[src/rtl/spi_frame_rx.sv]
// SPI slave that assembles serial words into an image-pixel stream or a one-hot
// class label, selected by a command word at the start of each ss_n frame.
module spi_frame_rx #(
  parameter int DATA_W      = 8,
  parameter int PIX_COUNT   = 784,
  parameter int NUM_CLASSES = 10,
  parameter int MSB_FIRST   = 0,
  parameter int SAMPLE_FALL = 0
) (
  input  logic                         clk,
  input  logic                         rst,
  input  logic                         sck,
  input  logic                         ss_n,
  input  logic                         mosi,
  input  logic                         data_ready,
  output logic [DATA_W-1:0]            pix_data,
  output logic                         pix_valid,
  output logic [$clog2(PIX_COUNT)-1:0] pix_addr,
  output logic                         frame_done,
  output logic                         calc_cost,
  output logic [NUM_CLASSES-1:0]       expected_label,
  output logic                         label_err,
  output logic                         abort,
  output logic                         busy
);

  localparam int   ADDR_W   = $clog2(PIX_COUNT);
  localparam int   CNT_W    = $clog2(DATA_W);
  localparam logic SCK_IDLE = (SAMPLE_FALL != 0);

  typedef enum logic [2:0] {
    S_IDLE,
    S_CMD,
    S_PIX,
    S_LABEL,
    S_DONE_PIX,
    S_DONE_LBL,
    S_DRAIN
  } state_t;

  logic [1:0] sck_sync_q, ss_sync_q, mosi_sync_q;
  logic       sck_prev_q, ss_prev_q;
  logic       sck_s, ss_s, mosi_s;
  logic       sck_edge, bit_strobe, ss_fall, ss_rise;

  logic [DATA_W-1:0] shift_q, shift_d;
  logic [CNT_W-1:0]  bit_cnt_q, bit_cnt_d;
  logic              word_strobe_q, word_strobe_d;

  state_t                 state_q, state_d;
  logic [ADDR_W-1:0]      idx_q, idx_d;
  logic [DATA_W-1:0]      pix_data_q, pix_data_d;
  logic [ADDR_W-1:0]      pix_addr_q, pix_addr_d;
  logic                   pix_valid_q, pix_valid_d;
  logic                   frame_done_q, frame_done_d;
  logic                   calc_cost_q, calc_cost_d;
  logic                   abort_q, abort_d;
  logic [NUM_CLASSES-1:0] label_q, label_d;
  logic                   label_err_q, label_err_d;

  always_ff @(posedge clk) begin
    if (rst) begin
      sck_sync_q  <= {2{SCK_IDLE}};
      ss_sync_q   <= '1;
      mosi_sync_q <= '0;
      sck_prev_q  <= SCK_IDLE;
      ss_prev_q   <= 1'b1;
    end else begin
      sck_sync_q  <= {sck_sync_q[0], sck};
      ss_sync_q   <= {ss_sync_q[0], ss_n};
      mosi_sync_q <= {mosi_sync_q[0], mosi};
      sck_prev_q  <= sck_sync_q[1];
      ss_prev_q   <= ss_sync_q[1];
    end
  end

  assign sck_s      = sck_sync_q[1];
  assign ss_s       = ss_sync_q[1];
  assign mosi_s     = mosi_sync_q[1];
  assign sck_edge   = (SAMPLE_FALL != 0) ? (sck_prev_q & ~sck_s) : (sck_s & ~sck_prev_q);
  assign bit_strobe = sck_edge & ~ss_s;
  assign ss_fall    = ss_prev_q & ~ss_s;
  assign ss_rise    = ~ss_prev_q & ss_s;

  // word_strobe is registered so the FSM reads a settled shift_q; that stage
  // is what places pix_valid three clocks after the sck edge is captured.
  always_comb begin
    shift_d       = shift_q;
    bit_cnt_d     = bit_cnt_q;
    word_strobe_d = 1'b0;
    if (ss_s) begin
      bit_cnt_d = '0;
    end else if (bit_strobe) begin
      if (MSB_FIRST != 0) shift_d = {shift_q[DATA_W-2:0], mosi_s};
      else                shift_d = {mosi_s, shift_q[DATA_W-1:1]};
      if (bit_cnt_q == CNT_W'(DATA_W - 1)) begin
        bit_cnt_d     = '0;
        word_strobe_d = 1'b1;
      end else begin
        bit_cnt_d = bit_cnt_q + CNT_W'(1);
      end
    end
  end

  always_ff @(posedge clk) begin
    if (rst) begin
      shift_q       <= '0;
      bit_cnt_q     <= '0;
      word_strobe_q <= 1'b0;
    end else begin
      shift_q       <= shift_d;
      bit_cnt_q     <= bit_cnt_d;
      word_strobe_q <= word_strobe_d;
    end
  end

  always_comb begin
    state_d      = state_q;
    idx_d        = idx_q;
    pix_data_d   = pix_data_q;
    pix_addr_d   = pix_addr_q;
    pix_valid_d  = 1'b0;
    frame_done_d = 1'b0;
    calc_cost_d  = 1'b0;
    abort_d      = 1'b0;
    label_d      = label_q;
    label_err_d  = label_err_q;
    // A truncated frame takes priority over any word finishing in the same cycle.
    if (ss_rise && (state_q inside {S_CMD, S_PIX, S_LABEL})) begin
      abort_d = 1'b1;
      idx_d   = '0;
      state_d = S_IDLE;
    end else begin
      case (state_q)
        S_IDLE: if (ss_fall) state_d = S_CMD;
        S_CMD: begin
          if (word_strobe_q) begin
            if (data_ready && shift_q == DATA_W'(0))      state_d = S_PIX;
            else if (data_ready && shift_q == DATA_W'(1)) state_d = S_LABEL;
            else                                          state_d = S_DRAIN;
          end
        end
        S_PIX: begin
          if (word_strobe_q) begin
            pix_data_d  = shift_q;
            pix_addr_d  = idx_q;
            pix_valid_d = 1'b1;
            if (idx_q == ADDR_W'(PIX_COUNT - 1)) state_d = S_DONE_PIX;
            else                                 idx_d   = idx_q + ADDR_W'(1);
          end
        end
        S_LABEL: begin
          if (word_strobe_q) begin
            if (32'(shift_q) < $unsigned(NUM_CLASSES)) begin
              label_d     = NUM_CLASSES'(1) << shift_q;
              label_err_d = 1'b0;
              state_d     = S_DONE_LBL;
            end else begin
              label_err_d = 1'b1;
              state_d     = S_DRAIN;
            end
          end
        end
        S_DONE_PIX: begin
          frame_done_d = 1'b1;
          idx_d        = '0;
          state_d      = S_DRAIN;
        end
        S_DONE_LBL: begin
          calc_cost_d = 1'b1;
          state_d     = S_DRAIN;
        end
        S_DRAIN: if (ss_s) state_d = S_IDLE;
        default: state_d = S_IDLE;
      endcase
    end
  end

  always_ff @(posedge clk) begin
    if (rst) begin
      state_q      <= S_IDLE;
      idx_q        <= '0;
      pix_data_q   <= '0;
      pix_addr_q   <= '0;
      pix_valid_q  <= 1'b0;
      frame_done_q <= 1'b0;
      calc_cost_q  <= 1'b0;
      abort_q      <= 1'b0;
      label_q      <= '0;
      label_err_q  <= 1'b0;
    end else begin
      state_q      <= state_d;
      idx_q        <= idx_d;
      pix_data_q   <= pix_data_d;
      pix_addr_q   <= pix_addr_d;
      pix_valid_q  <= pix_valid_d;
      frame_done_q <= frame_done_d;
      calc_cost_q  <= calc_cost_d;
      abort_q      <= abort_d;
      label_q      <= label_d;
      label_err_q  <= label_err_d;
    end
  end

  assign pix_data       = pix_data_q;
  assign pix_valid      = pix_valid_q;
  assign pix_addr       = pix_addr_q;
  assign frame_done     = frame_done_q;
  assign calc_cost      = calc_cost_q;
  assign abort          = abort_q;
  assign expected_label = label_q;
  assign label_err      = label_err_q;
  assign busy           = (state_q != S_IDLE);

endmodule

[config.mk]
export PLATFORM = sky130hd
export DESIGN_NAME = spi_frame_rx
export DESIGN_NICKNAME = d
export VERILOG_FILES = /design/src/rtl/spi_frame_rx.sv
export SDC_FILE = /design/constraint.sdc
export NUM_CORES = 1
export LEC_CHECK = 0
export BUFFER_PORTS_ARGS = -buffer_cell sky130_fd_sc_hd__clkbuf_2
export CAP_MARGIN = 20
export CORE_ASPECT_RATIO = 1.1
export CORE_MARGIN = 2
export CORE_UTILIZATION = 61
export CTS_BUF_LIST = sky130_fd_sc_hd__clkbuf_16
export CTS_CLUSTER_SIZE = 8
export DETAILED_ROUTE_END_ITERATION = 8
export PLACE_DENSITY_LB_ADDON = 0.1
export SETUP_SLACK_MARGIN = 0.4
export SLEW_MARGIN = 25
export SYNTH_ARGS = -nofsm -noshare
export SYNTH_HDL_FRONTEND = slang
export SYNTH_SLANG_ARGS = --single-unit
[constraint.sdc]
create_clock -name clk -period 4.1 [get_ports clk]
set_clock_uncertainty 0.2 [all_clocks]
set_input_delay 0.41 -clock clk [delete_from_list [all_inputs] [get_ports clk]]
set_output_delay 0.41 -clock clk [all_outputs]
set_load 0.01 [all_outputs]
==> results of run 1 <==
==> worst max path at each step <==
stage | from | end | depth (start not counted)
floorplan | shift_q[5] | expected_label[3] | 5
global placement | state_q[1] | expected_label[2] | 4
detailed placement | state_q[1] | expected_label[3] | 4
CTS | state_q[1] | expected_label[3] | 4
global route | idx_q[0] | idx_q[1] | 6
finish | state_q[1] | expected_label[2] | 4
==> through the flow <==
stage	std cells	hold slack (ps)	instance area (µm²)	utilization	power, µW
floorplan	315	189	2820	-	689
global placement	390	193	3010	0.687	697
detailed placement	390	205	3010	0.687	697
CTS	406	62.7	3320	0.759	1480
global route	406	80.4	3320	0.759	1520
finish	406	61.3	3320	0.759	1480
==> cell usage after synthesis, drive strengths merged <==
| cell | count | share of area |
|---|---|---|
| nor2b | 8 | 0.018 |
| o21a | 1 | 0.0027 |
| or4 | 8 | 0.021 |
| nor3b | 1 | 0.0027 |
| o21ai | 21 | 0.037 |
| or4b | 1 | 0.0036 |
| nand4 | 5 | 0.011 |
| clkbuf | 17 | 0.023 |
| ha | 3 | 0.013 |
| and3b | 1 | 0.0031 |
| or3 | 6 | 0.017 |
| a31oi | 1 | 0.0022 |
| a2111o | 1 | 0.0040 |
| o41ai | 1 | 0.0031 |
| a21oi | 25 | 0.044 |
| o311ai | 1 | 0.0031 |
| a22oi | 1 | 0.0027 |
| and3 | 1 | 0.0022 |
| mux2i | 23 | 0.082 |
| a211o | 1 | 0.0031 |
| nand4b | 1 | 0.0031 |
| o21ba | 1 | 0.0036 |
| inv | 6 | 0.0080 |
| a211oi | 3 | 0.0080 |
| nor3 | 6 | 0.011 |
| nand4bb | 1 | 0.0040 |
| a2111oi | 2 | 0.0062 |
| a311oi | 1 | 0.0031 |
| nor4b | 1 | 0.0031 |
| nor4 | 4 | 0.0089 |
| a21o | 2 | 0.0053 |
| o22ai | 2 | 0.0044 |
| and4b | 1 | 0.0036 |
| nand3 | 7 | 0.012 |
| nand2b | 11 | 0.024 |
| nor4bb | 1 | 0.0036 |
| o211ai | 2 | 0.0053 |
| nand2 | 23 | 0.031 |
| buf | 4 | 0.0093 |
| o31ai | 7 | 0.019 |
| dfxtp | 66 | 0.47 |
| nand3b | 2 | 0.0053 |
| or2 | 5 | 0.011 |
| nor2 | 29 | 0.039 |
==> worst max-delay path: cells and delay by family (launching register included) <==
family / cells / cell delay, ps
compound gates: 1 / 160
flops: 1 / 700
simple gates: 3 / 1220
==> sequential cells by signal (all words and copies together) (netlist names), 2 cells and up <==
name and cells:
bit_cnt_q 3, pix_addr 10, shift_q 8, mosi_sync_q 2, ss_sync_q 2, sck_sync_q 2
idx_q 10, pix_data 8, state_q 3, expected_label 10
==> power breakdown <==
| part | switching (µW) | internal (µW) |
|---|---|---|
| clock | 273 | 526 |
| sequential | 6.12 | 646 |
| combinational | 21.1 | 11.4 |
| total | 301 | 1180 |
==> per-layer routing <==
layer | part of all wire | wire length (µm) | track usage | vias up
li1 | - | - | - | 1207
met1 | 0.44 | 2710 | 0.315 | 1149
met2 | 0.49 | 3000 | 0.406 | 68
met3 | 0.050 | 310 | 0.0568 | 14
met4 | 0.020 | 120 | 0.148 | 0
met5 | 0 | 0 | 0 | -
==> cells by family (layout without fill, tap and decap cells) <==
family                   Yosys count  count (layout)  synth area share
buffers and inverters             27              64            0.0400
AND/OR/NAND/NOR                  123             123             0.238
adder cells (fa/ha/maj)            3               3            0.0133
flip-flops                        66              66             0.469
multiplexers                      23              23            0.0818
AO/OA/AOI/OAI                     73              73             0.157
==> layout make-up <==
class,instances,share of cell area
Clock inverter,7,0.0260
Sequential cell,66,0.398
Inverter,6,0.00678
Timing Repair Buffer,42,0.0655
Clock buffer,9,0.0678
Tap cell,54,0.0203
Multi-Input combinational cell,222,0.416
==> run metrics, run 1 <==
status=finished clean; flops & latches, synth=66; Routed WL=6150 µm; pre-CTS WS=1820 ps; Mapped Cells=315; Synth warnings=0; post-CTS setup buffer count=0; Leakage=0.00138 µW; floorplan core area=0.00438 mm²; n_diodes=0; worst setup path class=register to register; leading cell type in the layout, fill and taps excluded=dfxtp_1; hpwl dp=3840 µm; Final TNS setup=0 ps; sequential element share of the synthesized area=0.469; TritonCTS clock tree=done; I/O pins=40; first-pass GRT wire length=9700 µm; DR DRC count=0; Worst-Skew Late Latency=330 ps; RSZ-0062 raised after global routing=no; Slew Viols, Final=0; # H-tree levels=3; crit path time final=2350 ps; Netlist Area Pre-Place=0.00282 mm²; worst hold stages=2; Reg2Reg Depth=4; maxcap violations=0; PortBufs=39; most frequent cells in the layout=66 x dfxtp_1, 39 x clkbuf_2, 29 x nor2_1; drt first pass iters=5; Layout Area Growth over Synthesis=18.0%; Period Utilization, post-route=0.572; share of layout cells above drive strength 1=0.185; crit end category=register; Worst Path Arrival=2410 ps; die footprint=0.00517 mm²; gpl congestion=0.868; CP required=4160 ps; Resize count post-CTS=0; f_max=0.426 GHz; PwrDens=447 mW/mm²; min-delay worst type=primary input to register; Vias/cell=6.00; total track usage=0.255; Die Height=75.3 µm; 1st-iter DRT viols=225; Via Count=2438; Final Hold Vio Count=0; Cell variety after synth=47; Antenna Violating Nets Remaining=0; worst reg2reg setup slack=1750 ps; Initial Util=0.643; Clock transition at path regs=50 ps; clock tree buffer depth=2; Worst-Margin Slew=848 ps; RR Startpoint=state_q[1]; Layout Nets=356; crit-path cells=and3b_1 > nand3_1 > or4_1 > a21oi_1; Synth Net Count=324; Clock Sinks=66; Fillers=335; setup violators final=0; Slew HR=0.429; worst-path fanout max=20; Num CTS Buffers=9; Worst path slowest cell=dfxtp_1; Hold Path End=ss_sync_q[0]; worst r2r dst=expected_label[2]; Clock Tree Root=clkbuf_16; Critical Path Max Stage Delay=700 ps; Die Wd=68.8 µm; largest net degree at the start of global routing=52; final worst setup slack=1750 ps; register area=0.00132 mm²; row count=25; Max VDD drop=0.317 mV; initial antenna violation count=0; CP Launch Type=register; Multi-input gate area=0.00138 mm²; grt ovf=0; vias in the first global route=2147; hold_buf cts=0; Syn Area/Cell=8.94 µm²; DR WL/cell=15.1 µm; hold_sp=ss_n
(Power assumes the default switching activity.)
==> inputs of run 2 (changes only) <==
--- a/config.mk
+++ b/config.mk
@@ -5,11 +5,12 @@
 export SDC_FILE = /design/constraint.sdc
 export NUM_CORES = 1
 export LEC_CHECK = 0
+export ABC_AREA = 1
 export BUFFER_PORTS_ARGS = -buffer_cell sky130_fd_sc_hd__clkbuf_2
 export CAP_MARGIN = 20
 export CORE_ASPECT_RATIO = 1.1
 export CORE_MARGIN = 2
-export CORE_UTILIZATION = 61
+export CORE_UTILIZATION = 51
 export CTS_BUF_LIST = sky130_fd_sc_hd__clkbuf_16
 export CTS_CLUSTER_SIZE = 8
 export DETAILED_ROUTE_END_ITERATION = 8
==> constraint.sdc (replaced) <==
create_clock -name clk -period 1.9 [get_ports clk]
set_clock_uncertainty 0.2 [all_clocks]
set_input_delay 0.19 -clock clk [delete_from_list [all_inputs] [get_ports clk]]
set_output_delay 0.19 -clock clk [all_outputs]
set_load 0.01 [all_outputs]
==> run metrics, run 2 <==
status=finished clean; die footprint=0.00618 mm² (+19%); Finished Layout Cells=531 (+31%); synthesized-area fraction occupied by xor and xnor cells=0.00617 (+0.00617); top cells by count, synth=77 x nand2_1, 66 x dfxtp_1, 48 x nor2_1; Adder-Cell Fraction of Synth Area=0.0132 (-0.000117); grt ovf=0 (unchanged); final worst setup slack=262 ps (-1490 ps); worst-path fanout max=8 (-60%); Clock Sinks=66 (unchanged); gpl congestion=0.867 (-0.12%); PwrDens=905 mW/mm² (+100%); Cell variety after synth=29 (-38%); Initial Util=0.526 (-0.116); min-delay worst type=primary input to register; RSZ-0062 raised after global routing=yes; Max VDD drop=0.611 mV (+93%); Clock transition at path regs=50 ps (about the same); setup violators final=0 (unchanged); floorplan core area=0.00540 mm² (+23%); Die Wd=75.2 µm (+9.3%); PortBufs=39 (unchanged); first-pass GRT wire length=10700 µm (+11%); sw frac=0.282 (+0.0791); Slew HR=0.785 (+0.355); Leakage=0.00174 µW (+26%); Internal=2540 µW (+110%); 1st-iter DRT viols=129 (-43%); Fillers=459 (+37%); leading cell type in the layout, fill and taps excluded=nand2_1; n_diodes=0 (unchanged); Period Utilization, post-route=0.862 (+0.290); DR WL/cell=12.9 µm (-15%); crit path time final=1640 ps (-708 ps); sequential element share of the synthesized area=0.465 (-0.00414); Seq pwr share=0.416 (-0.024); Synth area leader=dfxtp_1; Num CTS Buffers=9 (unchanged); top cells by area, synth=dfxtp_1 47%, nand2_1 10%, nor2_1 6.3%; Worst-Skew Late Latency=330 ps (about the same); Synth Net Count=388 (+20%); clock share of power=0.409 (-0.130); Reg2Reg Depth=9 (+5); maxcap violations=0 (unchanged); most frequent cell after synthesis=nand2_1; asr flop ratio synth=0 (unchanged); worst setup path class=register to register; I/O pins=40 (unchanged); Routed WL=6850 µm (+11%); flops & latches, synth=66 (unchanged); total track usage=0.231 (-0.0238); pre-CTS WS=125 ps (-1700 ps); Util after Layout=0.724 (-0.0350); crit end category=register; Syn Area/Cell=7.49 µm² (-16%); register area=0.00135 mm² (+1.9%); Slew Viols, Final=0 (unchanged); # H-tree levels=3 (unchanged); vias in the first global route=2467 (+15%); Synth Flop Type=dfxtp_1; combinational family with the most area after synthesis=simple AND/OR/NAND/NOR gates; top-area cell type share of the netlist area=0.465 (-0.00414); clock tree buffer depth=2 (unchanged); Multi-input gate area=0.00150 mm² (+8.8%); hpwl dp=4460 µm (+16%); Switch Pwr=996 µW (+230%); Synth Area in Compound Gates=0.134 (-0.0230); combinational share of power=0.174 (+0.152); Antenna Violating Nets Remaining=0 (unchanged); post-synthesis simple-gate area fraction=0.292 (+0.0538); CP required=1940 ps (-2220 ps); initial antenna violation count=0 (unchanged); largest net degree at the start of global routing=31 (-40%); Synth warnings=0 (unchanged); Layout Area Growth over Synthesis=37.4%; most frequent cells in the layout=68 x nand2_1, 56 x dfxtp_1, 39 x clkbuf_2; Final Hold Vio Count=0 (unchanged); Layout Nets=460 (+29%); Die Height=82.3 µm (+9.3%); Netlist Area Pre-Place=0.00284 mm² (+0.89%); Clock Tree Root=clkbuf_16; f_max=0.610 GHz (+43%); DR DRC count=0 (unchanged); Inst Count DP=491 (+26%); row count=28 (+12%); Vias/cell=5.05 (-16%); Via Count=2684 (+10%); Mapped Cells=379 (+20%); TritonCTS clock tree=done; mux share of post-synthesis cell area=0.00352 (-0.0783); Worst Path Arrival=1680 ps (-730 ps); number of synthesized flops with an enable pin=0 (unchanged); drt first pass iters=5 (unchanged); Final TNS setup=0 ps (unchanged); CP Launch Type=register; Worst-Margin Slew=321 ps (-527 ps); share of layout cells above drive strength 1=0.364 (+0.179); worst hold stages=3 (+1)
==> run 2: area by class of cell <==
class	count	share of cell area
clock buffer	9	0.0577
clock inverter	7	0.00962
inverter	42	0.0417
multi-input combinational	261	0.385
sequential	66	0.345
tap	75	0.0240
timing repair buffer	71	0.137
==> run 2: worst max-delay path, stage by stage, from the launching register on <==
cell       delay, ps
dfxtp_4          370
inv_2             60
nand2_2           60
nor2_4           130
inv_2             80
nor2_4           120
buf_12           140
clkbuf_16        140
o21ai_1           60
a21oi_1          180
==> run 2: repair_timing <==
action | in CTS | in global routing
pin swaps | 14 | 15
cloned | 3 | 2
buffers inserted | 14 | 2
hold buffers | 3 | 0
gates resized for setup | 38 | 54
endpoints found under the hold margin | 3 | 0
setup endpoints to repair | 42 | 44
==> run 2: power groups by stage <==
| stage | clock network [µW] | logic, µW | registers, µW |
|---|---|---|---|
| 2_1_floorplan | 0 | 350 | 1480 |
| 3_3_place_gp | 0 | 439 | 1490 |
| 3_5_place_dp | 0 | 443 | 1490 |
| 4_1_cts | 1470 | 544 | 1470 |
| 5_1_grt | 1530 | 687 | 1480 |
| 6_report | 1450 | 616 | 1470 |
==> run 2: path summary, 6_finish.rpt <==
kind | startpoint | to | slack, ps
min reg2reg | sck_sync_q[0] | sck_sync_q[1] | 200
max reg2reg | state_q[0] | pix_data[6] | 260
max | state_q[0] | pix_data[6] | 260
min | rst | sck_sync_q[1] | 120
==> run 2: cell families (layout without fill, tap and decap cells) <==
| kind of cell | after synthesis | after routing |
|---|---|---|
| compound gates | 74 | 74 |
| xor+xnor | 2 | 2 |
| fa+ha+maj | 3 | 3 |
| buf+inv | 54 | 129 |
| flops | 66 | 66 |
| mux | 1 | 1 |
| simple gates | 179 | 181 |
==> run 2: metal layers <==
| layer | part of all wire | track usage | up-vias |
|---|---|---|---|
| li1 | - | - | 1374 |
| met2 | 0.50 | 0.383 | 66 |
| met1 | 0.44 | 0.272 | 1227 |
| met5 | 0 | 0 | - |
| met3 | 0.044 | 0.0643 | 17 |
| met4 | 0.024 | 0.112 | 0 |
==> run 2: metrics by stage <==
stage	power [µW]	hold WS, ps	cell area (µm²)
6_report	3530	116	3900
5_1_grt	3690	133	3900
4_1_cts	3480	118	3710
3_5_place_dp	1930	185	3150
3_3_place_gp	1920	177	3150
2_1_floorplan	1830	93.8	2870
